### config.mk
export PLATFORM = sky130hd
export DESIGN_NAME = trumpet_practice_ctrl
export DESIGN_NICKNAME = d
export VERILOG_FILES = /design/src/rtl/trumpet_pkg.sv /design/src/rtl/trumpet_debounce.sv /design/src/rtl/trumpet_practice_ctrl.sv
export SDC_FILE = /design/constraint.sdc
export NUM_CORES = 1
export LEC_CHECK = 0
export BUFFER_PORTS_ARGS = -buffer_cell sky130_fd_sc_hd__buf_2
export CAP_MARGIN = 20
export CORE_ASPECT_RATIO = 1.5
export CORE_UTILIZATION = 35
export DETAILED_ROUTE_END_ITERATION = 12
export SKIP_CTS_REPAIR_TIMING = 1
export SLEW_MARGIN = 20
export SYNTH_ARGS = -nofsm -noshare
export SYNTH_HDL_FRONTEND = slang
export SYNTH_HIERARCHICAL = 1
export SYNTH_SLANG_ARGS = --single-unit
### constraint.sdc
create_clock -name clock -period 3.15 [get_ports clock]
set_input_delay 0.1575 -clock clock [delete_from_list [all_inputs] [get_ports clock]]
set_output_delay 0.1575 -clock clock [all_outputs]
set_load 0.01 [all_outputs]
### src/rtl/trumpet_pkg.sv
// trumpet_pkg: note codes, FSM encoding and valve-fingering decode for the practice controller.
package trumpet_pkg;
  typedef enum logic [1:0] {IDLE = 2'd0, ARMED = 2'd1, HOLD = 2'd2} state_t;
  localparam logic [4:0] NOTE_NONE = 5'd0;
  localparam logic [4:0] NOTE_C4   = 5'd1;
  localparam logic [4:0] NOTE_CS4  = 5'd2;
  localparam logic [4:0] NOTE_D4   = 5'd3;
  localparam logic [4:0] NOTE_DS4  = 5'd4;
  localparam logic [4:0] NOTE_E4   = 5'd5;
  localparam logic [4:0] NOTE_F4   = 5'd6;
  localparam logic [4:0] NOTE_FS4  = 5'd7;
  localparam logic [4:0] NOTE_G4   = 5'd8;
  localparam logic [4:0] NOTE_GS4  = 5'd9;
  localparam logic [4:0] NOTE_A4   = 5'd10;
  localparam logic [4:0] NOTE_AS4  = 5'd11;
  localparam logic [4:0] NOTE_B4   = 5'd12;
  localparam logic [4:0] NOTE_C5   = 5'd13;
  localparam logic [4:0] NOTE_CS5  = 5'd14;
  localparam logic [4:0] NOTE_D5   = 5'd15;
  localparam logic [4:0] NOTE_DS5  = 5'd16;
  // Airflow selects the harmonic partial; valves (pressed, active-high) lower it chromatically.
  function automatic logic [4:0] decode_note(input logic [2:0] p, input logic [1:0] a);
    logic [4:0] n;
    n = NOTE_NONE;
    case ({a, p})
      5'b01_000: n = NOTE_C4;
      5'b01_111: n = NOTE_CS4;
      5'b01_101: n = NOTE_D4;
      5'b01_011: n = NOTE_DS4;
      5'b01_110: n = NOTE_E4;
      5'b01_100: n = NOTE_F4;
      5'b01_010: n = NOTE_FS4;
      5'b10_000: n = NOTE_G4;
      5'b10_011: n = NOTE_GS4;
      5'b10_110: n = NOTE_A4;
      5'b10_100: n = NOTE_AS4;
      5'b10_010: n = NOTE_B4;
      5'b11_000: n = NOTE_C5;
      5'b11_110: n = NOTE_CS5;
      5'b11_100: n = NOTE_D5;
      5'b11_010: n = NOTE_DS5;
      default:   n = NOTE_NONE;
    endcase
    return n;
  endfunction
endpackage

### src/rtl/trumpet_debounce.sv
// trumpet_debounce: 2-flop synchroniser plus stability debounce for a W-bit vector.
module trumpet_debounce #(
  parameter int W               = 5,
  parameter int DEBOUNCE_CYCLES = 16
) (
  input  logic         clk,
  input  logic         rst,
  input  logic [W-1:0] i_raw,
  output logic [W-1:0] o_deb
);
  localparam int CW = $clog2(DEBOUNCE_CYCLES + 1);
  logic [W-1:0] r_s1, r_s2, r_prev, r_deb;
  logic [CW-1:0] r_cnt;
  logic [CW-1:0] w_cnt_nxt;
  logic w_take;
  // w_cnt_nxt is the length of the current run of a synchronised value that differs from r_deb
  assign w_cnt_nxt = (r_s2 == r_deb) ? '0 : (r_s2 != r_prev) ? CW'(1) : r_cnt + 1'b1;
  assign w_take = w_cnt_nxt == CW'(DEBOUNCE_CYCLES);
  assign o_deb = r_deb;
  always_ff @(posedge clk) begin
    if (rst) begin
      r_s1   <= '0;
      r_s2   <= '0;
      r_prev <= '0;
      r_deb  <= '0;
      r_cnt  <= '0;
    end else begin
      r_s1   <= i_raw;
      r_s2   <= r_s1;
      r_prev <= r_s2;
      r_cnt  <= w_take ? '0 : w_cnt_nxt;
      r_deb  <= w_take ? r_s2 : r_deb;
    end
  end
endmodule

### src/rtl/trumpet_practice_ctrl.sv
// trumpet_practice_ctrl: debounces valves/airflow, decodes the played note and scores
// timed attempts to hold a requested target note.
module trumpet_practice_ctrl
  import trumpet_pkg::*;
#(
  parameter int DEBOUNCE_CYCLES = 16,
  parameter int HOLD_CYCLES     = 1000,
  parameter int TIMEOUT_CYCLES  = 50000,
  parameter int SCORE_W         = 8
) (
  input  logic               clock,
  input  logic               reset,
  input  logic [2:0]         keys_n,
  input  logic [1:0]         airflow,
  input  logic [4:0]         target_note,
  input  logic               target_valid,
  output logic               target_ready,
  input  logic               clear_score,
  output logic [4:0]         note,
  output logic               match,
  output logic               miss,
  output logic [SCORE_W-1:0] score,
  output logic [SCORE_W-1:0] miss_count,
  output logic [1:0]         state
);
  localparam int TW = $clog2(TIMEOUT_CYCLES + 1);
  localparam int HW = $clog2(HOLD_CYCLES + 1);
  logic [4:0] w_deb;
  state_t r_state;
  logic [4:0] r_note, r_target;
  logic [TW-1:0] r_timer;
  logic [HW-1:0] r_hold;
  logic r_match, r_miss;
  logic [SCORE_W-1:0] r_score, r_miss_cnt;
  logic w_on, w_done, w_tout, w_miss;
  trumpet_debounce #(.W(5), .DEBOUNCE_CYCLES(DEBOUNCE_CYCLES)) u_deb (
    .clk  (clock),
    .rst  (reset),
    .i_raw({~keys_n, airflow}),
    .o_deb(w_deb)
  );
  assign w_on   = (r_note == r_target) && (r_note != NOTE_NONE);
  assign w_done = (r_state == HOLD) && w_on && (r_hold == HW'(HOLD_CYCLES - 1));
  assign w_tout = (r_state != IDLE) && (r_timer == TW'(TIMEOUT_CYCLES - 1));
  // A completed hold beats a timeout landing on the same edge
  assign w_miss = w_tout && !w_done;
  assign target_ready = r_state == IDLE;
  assign note         = r_note;
  assign match        = r_match;
  assign miss         = r_miss;
  assign score        = r_score;
  assign miss_count   = r_miss_cnt;
  assign state        = r_state;
  always_ff @(posedge clock) begin
    if (reset) begin
      r_state    <= IDLE;
      r_note     <= '0;
      r_target   <= '0;
      r_timer    <= '0;
      r_hold     <= '0;
      r_match    <= 1'b0;
      r_miss     <= 1'b0;
      r_score    <= '0;
      r_miss_cnt <= '0;
    end else begin
      r_note     <= decode_note(w_deb[4:2], w_deb[1:0]);
      r_match    <= w_done;
      r_miss     <= w_miss;
      r_timer    <= (r_state == IDLE) ? '0 : r_timer + 1'b1;
      r_score    <= clear_score ? '0 : (w_done && !(&r_score)) ? r_score + 1'b1 : r_score;
      r_miss_cnt <= clear_score ? '0 : (w_miss && !(&r_miss_cnt)) ? r_miss_cnt + 1'b1 : r_miss_cnt;
      case (r_state)
        IDLE:
          if (target_valid) begin
            r_target <= target_note;
            r_state  <= ARMED;
          end
        ARMED:
          if (w_tout) r_state <= IDLE;
          else if (w_on) begin
            r_hold  <= '0;
            r_state <= HOLD;
          end
        HOLD:
          if (w_done || w_tout) r_state <= IDLE;
          else if (!w_on) begin
            r_hold  <= '0;
            r_state <= ARMED;
          end else r_hold <= r_hold + 1'b1;
        default: r_state <= IDLE;
      endcase
    end
  end
endmodule

# Word level (Yosys, flattened, before mapping)
# Memories as Yosys holds them, arrays and structs flattened. A register that Yosys moved wholly into a read port is not among the register bits.
# Cells that the tools add are included.
totals:
  elab_cells: 70
  mem_bits_ro: 160
  ff_bits: 76
  in_bits: 14
  n_memories: 1
memory_table:
  columns: ["memory", "words", "width", "read_ports", "rd_ports_with_merged_regs", "write_ports", "line", "rtl"]
  rows:
  - ["(no name shown)", 32, 5, 1, 1, 0, "trumpet_pkg.sv:25", "case ({a, p})"]
op_classes:
  n_eq_ne: 14
  reduce_logical: 23
  add_sub_neg: 5
  bitwise_logic: 1
  n_mux: 13
ops:
  columns: ["cell", "n"]
  rows:
  - ["two-way mux 10 bit", 4]
  - ["case mux 10 bit (2 select lines)", 1]
  - ["adder 16 x 1 -> 16 bit (second input constant)", 1]
  - ["adder 8 x 1 -> 8 bit (second input constant)", 2]
  - ["equality test 16 bit (second input constant)", 1]
  - ["AND reduction 8 bit", 2]
  - ["adder 10 x 1 -> 10 bit (second input constant)", 1]
  - ["equality test 10 bit (second input constant)", 1]
  - ["equality test 5 bit", 2]
  - ["two-way mux 2 bit", 5]
  - ["two-way mux 5 bit", 2]
  - ["inequality test 2 bit (second input constant)", 4]
  - ["logical AND 1 bit", 7]
  - ["case mux 2 bit (3 select lines)", 1]
  - ["OR reduction 2 bit", 3]
  - ["adder 5 x 1 -> 5 bit (second input constant)", 1]
  - ["equality test 5 bit (second input constant)", 1]
  - ["inequality test 5 bit", 1]
  - ["nonzero test 5 bit", 1]
  - ["AND reduction 4 bit", 1]
  - ["nonzero test 2 bit", 2]
  - ["logical NOT 1 bit", 3]
  - ["inequality test 3 x 2 -> 1 bit (second input constant)", 1]
  - ["inequality test 3 bit (second input constant)", 1]
  - ["other kinds (7)", 7]

# Logic depth before layout (Yosys ltp)
# Gate-level depths: netlist of the first run.
depth:
  ltp_word: 7
  ltp_mapped: 7
  mapped_depth_nobuf: 6

# Modules after synthesis
# The synthesis of the first run kept the hierarchy.
modules_own_cells:
  columns: ["mod", "area_each_um2", "cells_each", "seq_area_each_um2", "n_inst"]
  rows:
  - ["trumpet_practice_ctrl", 2865.2, 339, 1121.1, 1]
  - ["trumpet_debounce", 1003.5, 95, 500.5, 1]

# Worst setup path before layout of the first run
# No wires, ideal clock.
synth_path:
  kind: "reg2reg"
  start: "reg r_timer[12]"
  end: "reg r_miss_cnt[7], in the netlist miss_count[7]"
  stages_incl_launch_ff: 7
  path_slack_ns: 0.882
  t_required_ns: 3.034
  t_arrival_ns: 2.152
  period_less_slack_ns: 2.268
  cell_sequence: "dfxtp_1 or4bb_1 or4_4 a311oi_2 buf_6 a31oi_1 a41o_1"
synth_via:
  elab_chain_cells: 4
synth_rtl:
  columns: ["element", "line", "rtl"]
  rows:
  - ["start: declaration", "trumpet_practice_ctrl.sv:31", "logic [TW-1:0] r_timer;"]
  - ["start signal: assignment", "trumpet_practice_ctrl.sv:69", "r_timer <= (r_state == IDLE) ? '0 : r_timer + 1'b1;"]
  - ["equality test 16 bit", "trumpet_practice_ctrl.sv:44", "assign w_tout = (r_state != IDLE) && (r_timer == TW'(TIMEOUT_CYCLES - 1));"]
  - ["logical AND 1 bit", "trumpet_practice_ctrl.sv:44", null]
  - ["logical AND 1 bit", "trumpet_practice_ctrl.sv:46", "assign w_miss = w_tout && !w_done;"]
  - ["logical AND 1 bit", "trumpet_practice_ctrl.sv:71", "r_miss_cnt <= clear_score ? '0 : (w_miss && !(&r_miss_cnt)) ? r_miss_cnt + 1'b1 : r_miss_cnt;"]
  - ["end signal: assignment", "trumpet_practice_ctrl.sv:71", null]
  - ["end: declaration", "trumpet_practice_ctrl.sv:34", "logic [SCORE_W-1:0] r_score, r_miss_cnt;"]
# Every way passes these cells.
# A chain may end at the register's enable or synchronous reset.

# Final worst setup path of the first run
layout_path:
  start: "reg r_timer[15]"
  end: "reg r_miss_cnt[7], in the netlist miss_count[7]"
# The elaborated chain is that of the path after synthesis.

==> flow_summary.ini, run 1 <==
[outcome]
outcome = finished clean

[cts]
cts_made_buffers = 9
clk_pin_slew_ns = 0.06
cts_tree = built
clockBufferDepth = 2
h-tree-depth = 3
clockRootBuffer = clkbuf_16
cts.sinks = 81
clk_latency_ns = 0.34

[route]
num_vias = 3203
wl_per_cell_um = 13.00
postRouteAntennaNets = 0
drc = 0
first_iter_violations = 113
viasPerCell = 5.158
wl_mm = 8.073
dr.pass1.iters = 4

[placed_design]
numPortBuffers = 39
dp_hpwl_mm = 5.885
place_congestion = 0.7657
place_area_um2 = 4197

[finish]
n_antenna_cell = 0
drive_above_1_share_pct = 16.14
syn2layout_area_growth_pct = 15.52
final_nets = 497
final_area_um2 = 4469

[global_route]
grt-busiest-layer = met2
grt-ovfl-total = 0
grt_max_degree = 38
use_met2_pct = 27.82
grt_use_met1_pct = 16.29
grt_pass1_vias = 3023
antenna_found_initial = 0
gr-usage-all-layers_pct = 15.10
grt_pass1_wl_mm = 13.59
use_met3_pct = 3.769

[sta]
timing.final.crit_share_pct = 80.13
worstMarginPinSlew_ns = 0.6972
max_freq_ghz = 0.3962
relSlewSlack_pct = 53.20
tns_ns = 0
rsz0062_at_grt = no
setup_viol = 0
min_period_ns = 2.524
fin_skew_ns = 0.01177
final_max_slew_viol_count = 0
hold_viol = 0

[worst_setup_path]
crit_chain = or4bb_1 > or4_4 > a311oi_2 > buf_4 > a31oi_1 > a41o_1
required_ns = 3.38
worst-r2r-setup-slack_ns = 0.63
slowest_stage = or4_4
critical_path.endpoint = miss_count[7]$_SDFFE_PP0P_
r2r.worst_path.cells = 6
worstSetupPathType = reg -> reg
path_max_fanout = 9
crit_path_start_kind = register
worstReg2RegEnd = miss_count[7]$_SDFFE_PP0P_
arrival_ns = 2.76
crit_path_start = r_timer[15]$_SDFF_PP0_
critPathCaptureType = register
slowest_delay_ns = 0.57
worst_r2r_startpoint = r_timer[15]$_SDFF_PP0_

[yosys]
synthesis.area_um2 = 3869
synth.area.top_cells = dfxtp_1 (42%), nor2_1 (4.3%), xnor2_1 (4.1%)
synth_fp_nets = 458
synthFlopType = dfxtp_1
synth_top_family_by_area = simple AND/OR/NAND/NOR gates
synth-edff-count = 0
post_synth_num_cell_types = 60
synth_compound_area_share_pct = 13.36
yosysTopAreaCellShare_pct = 41.91
synth_area_leader_cell = dfxtp_1
synth_adder_area_share_pct = 3.234
ys_seq_area_share_pct = 41.91
avgSynthCellArea_um2 = 8.914
synth_xor_area_share_pct = 6.792
syn_inst = 434
ys_async_sr_fraction_pct = 0
yosys.area_share.simple_pct = 27.36
yosys-mux-area-fraction_pct = 4.075
synth_seq_cells = 81
ys_warn_count = 6

[power]
peakVddDrop_uv = 250.5
leakagePower_nw = 1.736
p_per_area_nw_per_um2 = 466.4

[floorplan]
ios = 40
dieArea_um2 = 11490
rows = 46
start_util_pct = 36.33
core_area_um2 = 10650
chipHeight_um = 130.8
die_x_um = 87.84

[flow_run]
cap_violations = 0

[worst_hold_path]
hp-class = in -> reg
==> cell usage in the layout, fill, tap and decap left out, types with 12 or more instances in the layout <==
| cell | netlist | layout |
|---|---|---|
| a21oi_1 | 20 | 20 |
| a31oi_1 | 19 | 19 |
| buf_2 | 2 | 39 |
| dfxtp_1 | 81 | 81 |
| inv_1 | 15 | 15 |
| nand2_1 | 30 | 30 |
| nand3_1 | 19 | 19 |
| nor2_1 | 44 | 44 |
| nor2b_1 | 16 | 16 |
| o21ai_0 | 14 | 14 |
| xnor2_1 | 18 | 18 |
| xor2_1 | 12 | 12 |
==> area by class of cell <==
type	instances	area, um2
Fill cell	1043	6178
Multi-Input combinational cell	324	2125
Inverter	15	56.30
Tap cell	144	180.2
Timing Repair Buffer	42	217.7
Clock inverter	6	43.79
Clock buffer	9	225.2
Sequential cell	81	1622
==> metal layers <==
layer / share of wire, % / vias to the layer above
met5: 0 / -
met1: 43 / 1477
met3: 4.2 / 16
met4: 1.9 / 0
met2: 51 / 68
li1: - / 1642
==> logic make-up after synthesis <==
group	after synthesis
xor gates and xnor gates	30
buffers and inverters	29
DFF	81
adders and majority gates	10
and+or+nand+nor	189
muxes	15
AOI/OAI and AO/OA	80
==> critical path: cells and delay by family (launching register included) <==
kind / cells / cell delay (ns)
buf+inv: 1 / 0.25
compound gates: 3 / 0.72
flops: 1 / 0.35
simple gates: 2 / 1.11
==> worst min-delay path by stage <==
stage	from	to	depth (start not counted)
after floorplan	reset	u_deb/r_prev[3]$_SDFF_PP0_	1
after global placement	airflow[0]	u_deb/r_s1[0]$_SDFF_PP0_	2
after global routing	airflow[1]	u_deb/r_s1[1]$_SDFF_PP0_	2
after detailed placement	airflow[1]	u_deb/r_s1[1]$_SDFF_PP0_	2
after CTS	airflow[1]	u_deb/r_s1[1]$_SDFF_PP0_	2
final	airflow[1]	u_deb/r_s1[1]$_SDFF_PP0_	2
==> registers in the layout, indices dropped and copies added (netlist names), 8 cells and up <==
| name | cells |
|---|---|
| r_timer | 16 |
| r_hold | 10 |
| miss_count | 8 |
| score | 8 |
==> through the flow <==
step,cells,setup WS [ns],power [mW],hold WS [ns],utilization [%]
floorplan,434,0.8816,1.134,0.2376,-
global placement,606,0.6327,1.160,0.3639,39.41
detailed placement,606,0.6009,1.163,0.3730,39.41
CTS,621,0.6096,2.108,0.01554,41.94
global route,621,0.5187,2.161,0.05164,41.97
finish,621,0.6260,2.084,0.02475,41.97
==> report_power, final <==
| group | switching [mW] | total [mW] | internal, mW | leakage, nW |
|---|---|---|---|---|
| combinational | 0.0535 | 0.0887 | 0.0352 | 0.960 |
| clock | 0.416 | 0.945 | 0.530 | 0.120 |
| sequential | 0.0109 | 1.05 | 1.04 | 0.656 |
==> cell usage after synthesis, types with 2 or more instances <==
master    instances
and4_1            5
o31ai_1           4
nor3_1            9
mux2i_1           9
nor2b_1          16
nand3_1          19
o21ai_1           2
buf_2             2
xnor2_1          18
nand4_1           8
or3_1            10
o21a_1            2
or4_1             4
inv_1            15
xor2_1           12
clkbuf_1         10
a211oi_1          3
a31oi_1          19
or2_2             3
nor4_1            5
mux2_2            6
dfxtp_1          81
a31o_1            2
nand2_1          30
and2b_1           5
o21ai_0          14
and3_1           10
a21oi_1          20
nor2_1           44
ha_1             10
buf_6             2
or4bb_1           2
nand2b_1          6
No activity file was read; power rests on OpenSTA's default activity.
==> run 2: changes to the inputs <==
clock period = 2.1 ns   (was 3.15 ns; I/O delays follow)
==> run 2 against run 1 <==
  * The flow now finishes with violations (setup timing)
  * Non-clock buffer count increased by 47
  * First-iteration DRC count is 27% lower
  * Critical path depth did not move
  * Critical path type unchanged
==> flow_summary.ini, run 2 (synthesized netlist as in run 1, its figures left out) <==
[finish]
syn2layout_area_growth_pct = 28.49
final_nets = 544
layout_common_cells = dfxtp_1 (74), buf_4 (45), nor2_1 (44)
regMostFlops = r_timer
largest_register_ffs = 16
n_antenna_cell = 0
final_area_um2 = 4971
drive_above_1_share_pct = 26.48
fill_cells = 1035
layout_commonest_cell = dfxtp_1
largestRegisters = r_timer (16), r_hold (10)

[worst_hold_path]
hold-path-cell-count = 3
min_from = target_note[4]
min_to = r_target[4]$_SDFFE_PP0P_
hp-class = in -> reg

[global_route]
grt-busiest-layer = met2
use_met2_pct = 29.59
grt-ovfl-total = 0
grt_use_met1_pct = 18.74
use_met3_pct = 3.643
grt_pass1_vias = 3282
grt_max_degree = 21
gr-usage-all-layers_pct = 16.69
antenna_found_initial = 0
grt_pass1_wl_mm = 14.86

[sta]
final_max_slew_viol_count = 0
fin_skew_ns = 0.003638
max_freq_ghz = 0.4529
tns_ns = -0.8403
setup_slack_ns = -0.1078
worstMarginPinSlew_ns = 0.6451
relSlewSlack_pct = 56.70
min_period_ns = 2.208
setup_viol = 17
hold_viol = 0
timing.final.crit_share_pct = 105.1
rsz0062_at_grt = yes

[worst_setup_path]
worstSetupPathType = reg -> reg
crit_chain = or4bb_1 > or4_4 > a311oi_4 > buf_6 > a31oi_1 > a41o_1
cp.buffers_inverters = 1
slowest_delay_ns = 0.55
critPathCaptureType = register
slowest_stage = or4_4
r2r.worst_path.cells = 6
worstReg2RegEnd = miss_count[7]$_SDFFE_PP0P_
crit_path_start_kind = register
worst-r2r-setup-slack_ns = -0.11
required_ns = 2.33
path_max_fanout = 6
critical_path.top_delay_family = simple AND/OR/NAND/NOR gates
arrival_ns = 2.44
worst_r2r_startpoint = r_timer[4]$_SDFF_PP0_

[power]
p_per_area_nw_per_um2 = 679.3
power_mw = 3.377
leakagePower_nw = 2.019
peakVddDrop_uv = 389.7

[floorplan]
start_util_pct = 36.33
dieArea_um2 = 11490
chipHeight_um = 130.8
core_area_um2 = 10650
die_x_um = 87.84
rows = 46
ios = 40

[route]
postRouteAntennaNets = 0
drc = 0
num_vias = 3414
wl_mm = 8.754
first_iter_violations = 83
wl_per_cell_um = 13.09
viasPerCell = 5.103
dr.pass1.iters = 4

[cts]
clockBufferDepth = 2
cts_made_buffers = 9
clk_latency_ns = 0.34
clk_pin_slew_ns = 0.06
cts.sinks = 81
h-tree-depth = 3
cts_tree = built
clockRootBuffer = clkbuf_16

[placed_design]
numPortBuffers = 39
place_congestion = 0.7918
dp_hpwl_mm = 6.407
place_area_um2 = 4499

[flow_run]
cap_violations = 0

[outcome]
outcome = complete, but fails checks
violations = setup timing
## run 2: cell count changes in the layout (fill, tap and decap cells not counted), moves of 3 or more
cell        change
dfxtp_1         -7
buf_6           +3
dfxtp_2         +7
buf_4          +42
o21ai_1         +3
clkinvlp_4      -3
clkbuf_8        +3
## run 2: worst max-delay path by stage
stage	start	endpoint	slack, ns	depth (start not counted)
floorplan	r_timer[4]$_SDFF_PP0_	miss_count[7]$_SDFFE_PP0P_	-0.11	6
global placement	r_timer[4]$_SDFF_PP0_	miss_count[0]$_SDFFE_PP0P_	-0.13	6
detailed placement	r_timer[7]$_SDFF_PP0_	miss_count[1]$_SDFFE_PP0P_	-0.17	6
CTS	r_timer[7]$_SDFF_PP0_	miss_count[1]$_SDFFE_PP0P_	-0.17	6
global route	r_timer[4]$_SDFF_PP0_	miss_count[7]$_SDFFE_PP0P_	-0.17	6
finish	r_timer[4]$_SDFF_PP0_	miss_count[7]$_SDFFE_PP0P_	-0.11	6
## run 2: worst register-to-register path: cells and delay by family (launching register included)
kind | cells | cell delay [ns]
AO/OA/AOI/OAI | 3 | 0.56
buffers and inverters | 1 | 0.17
flip-flops | 1 | 0.31
AND/OR/NAND/NOR | 2 | 1.06
## run 2: routing by layer
layer	up-vias	routed length, um
met5	-	0
met4	0	146
li1	1732	-
met3	12	303
met2	59	4690
met1	1611	3615
## run 2: power by group
group / internal, mW / switching, mW / total (mW) / leakage (nW)
combinational: 0.0717 / 0.0848 / 0.156 / 1.21
sequential: 1.56 / 0.0169 / 1.58 / 0.660
clock: 1.02 / 0.621 / 1.64 / 0.152
total: 2.65 / 0.723 / 3.38 / 2.02
## run 2: area by class of cell
type	count	area, um2	share of cell area (%)
Clock inverter	3	46.29	0.9313
Timing Repair Buffer	89	586.8	11.80
Multi-Input combinational cell	324	2201	44.27
Tap cell	144	180.2	3.624
Inverter	15	56.30	1.133
Clock buffer	13	270.3	5.437
Sequential cell	81	1630	32.80
## run 2: metrics by stage
stage                     worst slack [ns]  util [%]  instances  hold WS [ns]
final                              -0.1078     46.69        669       0.01753
after global routing               -0.1695     46.69        669       0.01914
after CTS                          -0.1724     45.23        662      -0.03548
after detailed placement           -0.1697     42.26        646        0.3180
after global placement             -0.1267     42.26        646        0.3173
after floorplan                    -0.1102         -        434        0.1851
==> run 3: changes to the inputs <==
RECOVER_POWER = 100   (was unset)
==> run 3 against run 2 <==
  * The flow still finishes with violations (setup timing)
  * Flip-flop and latch count unchanged
  * Clock-buffer cell count unchanged
  * Final cell count unchanged
  * Via count up 0.15%
  * Wire length up 1.4%
  * Final area down 0.65%
  * Non-clock buffer count unchanged
  * Register-to-register slack about the same
  * Clock power about the same
  * First-iteration DRC count up 3.6%
  * Largest cell class unchanged
  * Largest power group unchanged
==> flow_summary.ini, run 3 (synthesized netlist as in run 1, its figures left out) <==
[outcome]
outcome = complete, but fails checks
violations = setup timing

[route]
num_vias = 3419
viasPerCell = 5.111
dr.pass1.iters = 4
drc = 0
first_iter_violations = 86
wl_per_cell_um = 13.26
wl_mm = 8.873
postRouteAntennaNets = 0

[worst_setup_path]
cp.buffers_inverters = 1
arrival_ns = 2.43
required_ns = 2.33
worstSetupPathType = reg -> reg
crit_chain = or4bb_1 > or4_4 > a311oi_4 > buf_6 > a31oi_1 > a41o_1
slowest_stage = or4_4
path_max_fanout = 6
slowest_delay_ns = 0.55
critPathCaptureType = register
critical_path.top_delay_family = simple AND/OR/NAND/NOR gates
crit_path_start_kind = register

[floorplan]
dieArea_um2 = 11490
ios = 40
rows = 46
die_x_um = 87.84
core_area_um2 = 10650
chipHeight_um = 130.8
start_util_pct = 36.33

[finish]
n_antenna_cell = 0
final_nets = 544
largest_register_ffs = 16
finish.utilization_pct = 46.38
largestRegisters = r_timer (16), r_hold (10)
syn2layout_area_growth_pct = 27.65
fill_cells = 1054
drive_above_1_share_pct = 21.90
layout_commonest_cell = dfxtp_1
layout_common_cells = dfxtp_1 (74), nor2_1 (44), buf_4 (44)
regMostFlops = r_timer

[sta]
max_freq_ghz = 0.4556
worstMarginPinSlew_ns = 0.7511
setup_slack_ns = -0.09474
holdWs_ns = 0.01629
relSlewSlack_pct = 49.93
min_period_ns = 2.195
setup_viol = 17
rsz0062_at_grt = yes
final_max_slew_viol_count = 0
fin_skew_ns = 0.004651
hold_viol = 0
timing.final.crit_share_pct = 104.5

[global_route]
grt-ovfl-total = 0
antenna_found_initial = 0
gr-usage-all-layers_pct = 16.69
grt_max_degree = 21
grt_pass1_wl_mm = 14.86
grt_pass1_vias = 3282

[cts]
cts_tree = built
h-tree-depth = 3
clk_pin_slew_ns = 0.06
cts.sinks = 81
clockRootBuffer = clkbuf_16
cts_made_buffers = 9
clk_latency_ns = 0.34
clockBufferDepth = 2

[placed_design]
place_congestion = 0.7918
numPortBuffers = 39
dp_hpwl_mm = 6.407

[power]
peakVddDrop_uv = 393.4
leakagePower_nw = 1.916
p_per_area_nw_per_um2 = 684.8

[worst_hold_path]
hp-class = in -> reg

[flow_run]
cap_violations = 0
run 3: changes by cell type in the layout (fill, tap and decap cells not counted), sizes merged:
cell    before  now
clkbuf      13   37
buf         87   63
run 3: per-layer routing:
metal | vias to the layer above | track usage (%) | part of all wire (%)
met5 | - | 0 | 0
met4 | 0 | 7.907 | 1.6
met3 | 12 | 3.643 | 3.6
met2 | 58 | 29.59 | 53
met1 | 1617 | 18.74 | 42
li1 | 1732 | - | -
run 3: worst min-delay path: cells and delay by family:
kind	cells	cell delay [ns]
AND/OR/NAND/NOR	1	0.07
buffers and inverters	1	0.08
multiplexers	1	0.06
run 3: cell type report:
cell class | count | area, um2 | area share (%)
Multi-Input combinational cell | 324 | 2201 | 44.57
Sequential cell | 81 | 1630 | 33.01
Timing Repair Buffer | 89 | 554.3 | 11.22
Clock buffer | 13 | 270.3 | 5.473
Tap cell | 144 | 180.2 | 3.648
Inverter | 15 | 56.30 | 1.140
Clock inverter | 3 | 46.29 | 0.9374
run 3: worst paths after layout:
check / start / end / slack, ns / cells past startpoint
min: target_note[4] / r_target[4]$_SDFFE_PP0P_ / 0.02 / 3
min reg2reg: u_deb/r_s1[4]$_SDFF_PP0_ / u_deb/r_s2[4]$_SDFF_PP0_ / 0.43 / 1
max reg2reg: r_timer[4]$_SDFF_PP0_ / miss_count[7]$_SDFFE_PP0P_ / -0.09 / 6
max: r_timer[4]$_SDFF_PP0_ / miss_count[7]$_SDFFE_PP0P_ / -0.09 / 6
run 3: metrics by stage:
| step | setup TNS, ns | area [um2] | total power [mW] | worst slack (ns) | cells |
|---|---|---|---|---|---|
| final | -0.8276 | 4938 | 3.382 | -0.09474 | 669 |
| after detailed placement | -1.835 | 4499 | 1.761 | -0.1697 | 646 |
| after CTS | -1.955 | 4816 | 3.414 | -0.1724 | 662 |
| after floorplan | -0.3952 | 3871 | 1.700 | -0.1102 | 434 |
| after global routing | -2.287 | 4938 | 3.517 | -0.1695 | 669 |
| after global placement | -1.173 | 4499 | 1.759 | -0.1267 | 646 |
run 3: power breakdown:
| part | leakage [nW] | switching (mW) | internal, mW |
|---|---|---|---|
| logic | 1.10 | 0.0856 | 0.0706 |
| registers | 0.660 | 0.0168 | 1.56 |
| clock network | 0.152 | 0.627 | 1.02 |
